--- config.mk ---
export PLATFORM = sky130hd
export DESIGN_NAME = hazard_forward_ctrl
export DESIGN_NICKNAME = d
export VERILOG_FILES = /design/src/rtl/hazard_forward_ctrl.sv
export SDC_FILE = /design/constraint.sdc
export NUM_CORES = 1
export LEC_CHECK = 0
export BUFFER_PORTS_ARGS = -buffer_cell sky130_fd_sc_hd__buf_2
export CAP_MARGIN = 5
export CORE_MARGIN = 4
export CORE_UTILIZATION = 32
export CTS_CLUSTER_DIAMETER = 50
export DETAILED_ROUTE_END_ITERATION = 16
export PLACE_DENSITY = 0.49
export RECOVER_POWER = 100
export SYNTH_ARGS = -nofsm -noshare
export SYNTH_HDL_FRONTEND = slang
export SYNTH_SLANG_ARGS = --single-unit
--- constraint.sdc ---
create_clock -name clk -period 2.3 [get_ports clk]
set_input_delay 0.46 -clock clk [delete_from_list [all_inputs] [get_ports clk]]
set_output_delay 0.46 -clock clk [all_outputs]
set_load 0.01 [all_outputs]
--- src/rtl/hazard_forward_ctrl.sv ---
// -----------------------------------------------------------------------------
// hazard_forward_ctrl
//   Hazard detection and forwarding control for an in-order pipeline.
//   It tracks the instruction in EX (entry 0) and FWD_DEPTH post-EX stages,
//   chooses an EX operand bypass source for rs/rt, detects load-use hazards,
//   and prioritises data-memory freeze over branch flush over load-use stall.
//   Stall and flush events are counted in saturating counters.
//
// Ports
//   clk, rst_n               : clock, asynchronous active-low reset
//   id_valid                 : ID stage holds a real instruction
//   id_rs, id_rt             : ID source registers
//   id_use_rs, id_use_rt     : ID instruction reads rs / rt
//   id_dest                  : ID destination register (after RegDst)
//   id_regwrite, id_memread  : ID control bits
//   ex_branch_taken          : branch resolved taken in EX this cycle
//   dmem_stall               : data memory not ready, freeze the pipeline
//   stall_if_id              : hold PC and IF/ID
//   bubble_id_ex             : load zeroed controls into ID/EX
//   flush_if_id              : invalidate IF/ID
//   freeze_all               : hold every pipeline register
//   fwd_sel_a, fwd_sel_b     : EX operand source, 0 = ID/EX value, k = stage k
//   stall_cnt, flush_cnt     : saturating event counters
// -----------------------------------------------------------------------------
module hazard_forward_ctrl #(
    parameter  int RA_W      = 5,
    parameter  int FWD_DEPTH = 2,
    parameter  int LOAD_FWD  = 2,
    parameter  int CNT_W     = 16,
    localparam int SEL_W     = $clog2(FWD_DEPTH + 1)
) (
    input  logic             clk,
    input  logic             rst_n,
    input  logic             id_valid,
    input  logic [RA_W-1:0]  id_rs,
    input  logic [RA_W-1:0]  id_rt,
    input  logic             id_use_rs,
    input  logic             id_use_rt,
    input  logic [RA_W-1:0]  id_dest,
    input  logic             id_regwrite,
    input  logic             id_memread,
    input  logic             ex_branch_taken,
    input  logic             dmem_stall,
    output logic             stall_if_id,
    output logic             bubble_id_ex,
    output logic             flush_if_id,
    output logic             freeze_all,
    output logic [SEL_W-1:0] fwd_sel_a,
    output logic [SEL_W-1:0] fwd_sel_b,
    output logic [CNT_W-1:0] stall_cnt,
    output logic [CNT_W-1:0] flush_cnt
);

    typedef struct packed {
        logic [RA_W-1:0] dest;
        logic            regwrite;
        logic            is_load;
        logic [RA_W-1:0] rs;
        logic [RA_W-1:0] rt;
    } entry_t;

    // Entry 0 is EX; entry k is the k-th stage after EX.
    logic [FWD_DEPTH:0] ent_valid;
    entry_t             ent [0:FWD_DEPTH];
    logic               load_use;

    // r0 is hard-wired zero, so a write to it never produces a hazard.
    function automatic logic writes_reg(input logic v, input entry_t e,
                                        input logic [RA_W-1:0] r);
        return v && e.regwrite && (e.dest == r) && (r != '0);
    endfunction

    // Load-use: a load that has not yet reached a forwardable stage by the
    // time the ID instruction would reach EX.
    always_comb begin
        // NOTE: every variable driven here gets a default first so no latch is inferred.
        load_use = 1'b0;
        for (int k = 0; k <= FWD_DEPTH; k++) begin
            if ((k + 2 <= LOAD_FWD) && ent[k].is_load &&
                ((id_use_rs && writes_reg(ent_valid[k], ent[k], id_rs)) ||
                 (id_use_rt && writes_reg(ent_valid[k], ent[k], id_rt))))
                load_use = 1'b1;
        end
        load_use = load_use && id_valid;
    end

    // Forwarding: scan oldest to youngest so the youngest (smallest k) match
    // wins. Loads in stages whose data is not yet available are skipped.
    always_comb begin
        fwd_sel_a = '0;
        fwd_sel_b = '0;
        for (int k = FWD_DEPTH; k >= 1; k--) begin
            if ((k >= LOAD_FWD) || !ent[k].is_load) begin
                if (writes_reg(ent_valid[k], ent[k], ent[0].rs))
                    fwd_sel_a = SEL_W'(k);
                if (writes_reg(ent_valid[k], ent[k], ent[0].rt))
                    fwd_sel_b = SEL_W'(k);
            end
        end
        if (!ent_valid[0]) begin
            fwd_sel_a = '0;
            fwd_sel_b = '0;
        end
    end

    // Control outputs; reset overrides an in-progress freeze or stall at once.
    always_comb begin
        stall_if_id  = 1'b0;
        bubble_id_ex = 1'b0;
        flush_if_id  = 1'b0;
        freeze_all   = 1'b0;
        if (!rst_n) begin
            freeze_all = 1'b0;
        end else if (dmem_stall) begin
            freeze_all  = 1'b1;
            stall_if_id = 1'b1;
        end else if (ex_branch_taken) begin
            flush_if_id  = 1'b1;
            bubble_id_ex = 1'b1;
        end else if (load_use) begin
            stall_if_id  = 1'b1;
            bubble_id_ex = 1'b1;
        end
    end

    // Valid bits and counters carry architectural meaning and are reset.
    always_ff @(posedge clk or negedge rst_n) begin
        if (!rst_n) begin
            ent_valid <= '0;
            stall_cnt <= '0;
            flush_cnt <= '0;
        end else if (!freeze_all) begin
            // NOTE: state registers use non-blocking assignments so every flop samples pre-edge values.
            ent_valid <= {ent_valid[FWD_DEPTH-1:0], id_valid && !bubble_id_ex};
            if (flush_if_id && (flush_cnt != '1))
                flush_cnt <= flush_cnt + CNT_W'(1);
            if (stall_if_id && bubble_id_ex && (stall_cnt != '1))
                stall_cnt <= stall_cnt + CNT_W'(1);
        end
    end

    // NOTE: the payload fields are qualified by the valid bits, so they carry no reset.
    always_ff @(posedge clk) begin
        if (!freeze_all) begin
            ent[0] <= '{dest: id_dest, regwrite: id_regwrite, is_load: id_memread,
                        rs: id_rs, rt: id_rt};
            for (int k = 1; k <= FWD_DEPTH; k++)
                ent[k] <= ent[k-1];
        end
    end

endmodule

==> metrics.txt <==
pwr/cell area=691 nW/um^2; Setup crit end kind=output port; clk sinks=65; FF-to-FF End=stall_cnt[1]; Synth top area share=slightly below 30%; setup TNS=-0.243 ns; full die area=11,200 um^2; Post-synth EDFFs=30; global route overflow=0; fin crit share=104%; FF+latch count, synth=65; f_max=approximately 0.42 GHz; Max FO, Critical Path=3; Initial Util=between 30% and 40%; drt wl/cell=14.4 um; Post-DP HPWL=approximately 5.0 mm; final weighted congestion in routability-driven placement=0.775; initial antenna violation count=0; Worst VDD drop=0.315 mV; first-pass GRT wire length=11.1 mm; GRT Overall Usage=12.7%; final wirelength=~6.9 mm; Initial DRT Pass Iterations=3; row count=35; Die H=106 um; status=finished with violations; LEAKAGE=1.54 nW; ranking of synthesized cells by area=edfxtp_1 29%, dfrtp_1 29%, xnor2_1 13%, xor2_1 4.0%, nand2_1 3.3%; drt via density=4.56; Min-Delay Path Class=input pin to asynchronous set/reset pin; # DRC=0; RSZ-0062 raised after global routing=true; max_cap viols=0; CP delay by family, top=simple AND/OR/NAND/NOR gates; Avg Cell Area, Syn=12.4 um^2; initial drt markers=74; Final Skew=0.0158 ns; layout cells sized above 1=21.4%; Slew HR=47.6%; CTS tree=yes; worst path arrival time=1.93 ns; IO Pins=64; Reg2Reg Setup Slack=0.17 ns; Worst EP required=1.84 ns; FF-to-FF path depth=7; CTS Root Cell=clkbuf_8; Synth cell types=between 40 and 50; Synth Instances=248; vias=2,165; core area=9280 um^2; Inserted Diodes=0; WP buf/inv=2; Place WS=slightly above 0.1 ns; Yosys Warn Count=0; cell with the most instances after synthesis=xnor2_1; largest net degree at the start of global routing=33; startpoint types=register; vias in the first global route=2,133; input/output buffers=63; Crit Path Class=register to output port; failing checks=negative setup slack; CP Cell Sequence=buf_6, xnor2_2, nand4_1, nor4_4, and2_1, buf_2; cts bufs inserted=9; slack of the critical path=-0.0932 ns; nets=367; CP peak stage delay=0.48 ns; Max Slew Vio Count=0; Final Hold Vio Count=0; reg2reg start=ent[0][13]; Top FF cell, synth=dfrtp_1; Net Count, Synth=274; Layout fillers=954; CP max stage cell=edfxtp_1; synthesized cell area=between 3000 and 4000 um^2; cell taking the most area after synthesis=edfxtp_1; Syn-to-layout area delta=26.0%; Final setup violation count=3; most instantiated cells after synthesis=44 x xnor2_1, 35 x dfrtp_1, 30 x edfxtp_1; FFs w/ async S/R, synth=53.8%; H-tree levels=3; Die Wd=106 um; antenna-violating nets left=0; Post-CTS Hold Fix Bufs=0; fin crit period=2.39 ns; Max clock buf depth=2; post-synthesis sequential area ratio=57.8%; Worst-path clk slew=around 0.08 ns; Final Power=~0.0027 W; actual slew at the worst max-slew pin=0.786 ns; clk_lat worst skew=roughly 0.33 ns
state kept, by name, indices dropped and copies added, names as in the netlist:
signal and flops:
ent_valid 3, flush_cnt 16, stall_cnt 16, ent 30
worst reg2reg max path, stage by stage (launching register included):
cell and delay [ns]:
edfxtp_1 0.44, xnor2_1 0.18, o2111ai_1 0.14, nor2_1 0.19, a32o_1 0.23, clkbuf_2 0.31
nand3b_1 0.19, mux2_4 0.33
worst max-delay path by stage:
stage | from | endpoint | cells past startpoint
after floorplan | id_rs[0] | stall_if_id | 6
after global placement | id_rt[0] | bubble_id_ex | 7
after detailed placement | id_rs[0] | stall_if_id | 7
after CTS | ent[0][8] | fwd_sel_a[1] | 5
after global routing | ent[0][5] | fwd_sel_a[0] | 6
final | ent[0][5] | fwd_sel_a[0] | 6
cells in the final DEF, fill, tap and decap left out, types with 3 or more instances in the layout:
cell type	instances
dfrtp_1	34
clkbuf_8	10
nor3_1	3
and3_1	4
buf_6	4
clkbuf_2	3
nor2_1	9
inv_1	6
xnor2_1	42
edfxtp_1	30
buf_4	11
nor4_1	4
buf_2	19
xor2_1	14
clkbuf_1	47
nand4_1	13
and2_1	5
clkbuf_4	4
nand2_1	27
nand3_1	12
power by group:
group | internal (W) | switching (W) | leakage [nW]
Sequential | 0.00133 | 0.000110 | 0.781
Combinational | 0.000170 | 0.000174 | 0.667
Clock | 0.000485 | 0.000407 | 0.0956
Total | 0.00198 | 0.000691 | 1.54
routing by layer:
layer | wire (um) | vias to the layer above | global-route usage, %
met5 | 0 | - | 0
met4 | 93 | 0 | 6.11
met3 | 287 | 6 | 2.98
met2 | 3250 | 39 | 19.0
met1 | 3230 | 1048 | 17.2
li1 | - | 1072 | -
per-stage QoR:
stage,cell area (um^2),util (%),hold WS (ns),std cells
2_1_floorplan,3070,-,0.164,248
3_3_place_gp,3560,38.3,0.427,442
3_5_place_dp,3560,38.3,0.418,442
4_1_cts,3850,41.5,0.0441,468
5_1_grt,3870,41.7,0.282,475
6_report,3870,41.7,0.226,475
timing repair:
item / in CTS / in global routing
endpoints found under the setup margin: 5 / 6
resized for setup: 8 / 15
setup buffers: 10 / 8
pin swaps: 9 / 15
logic make-up after synthesis:
group	after synthesis	synth area share (%)
buffers and inverters	9	1.59
muxes	4	1.59
DFF	65	57.8
and+or+nand+nor	100	19.2
adders and majority gates	2	0.815
AOI/OAI and AO/OA	10	2.44
xor gates and xnor gates	58	16.5
area by class of cell:
type,instances,area (um^2),share of cell area [%]
clock buffers,14,174,4.49
clock inverters,2,10.0,0.259
inverters,6,22.5,0.582
multi-input cells,174,1290,33.4
flip-flops and latches,65,1780,45.9
well taps,129,161,4.17
repair buffers,85,433,11.2
Power figures use the tool's default switching activity.
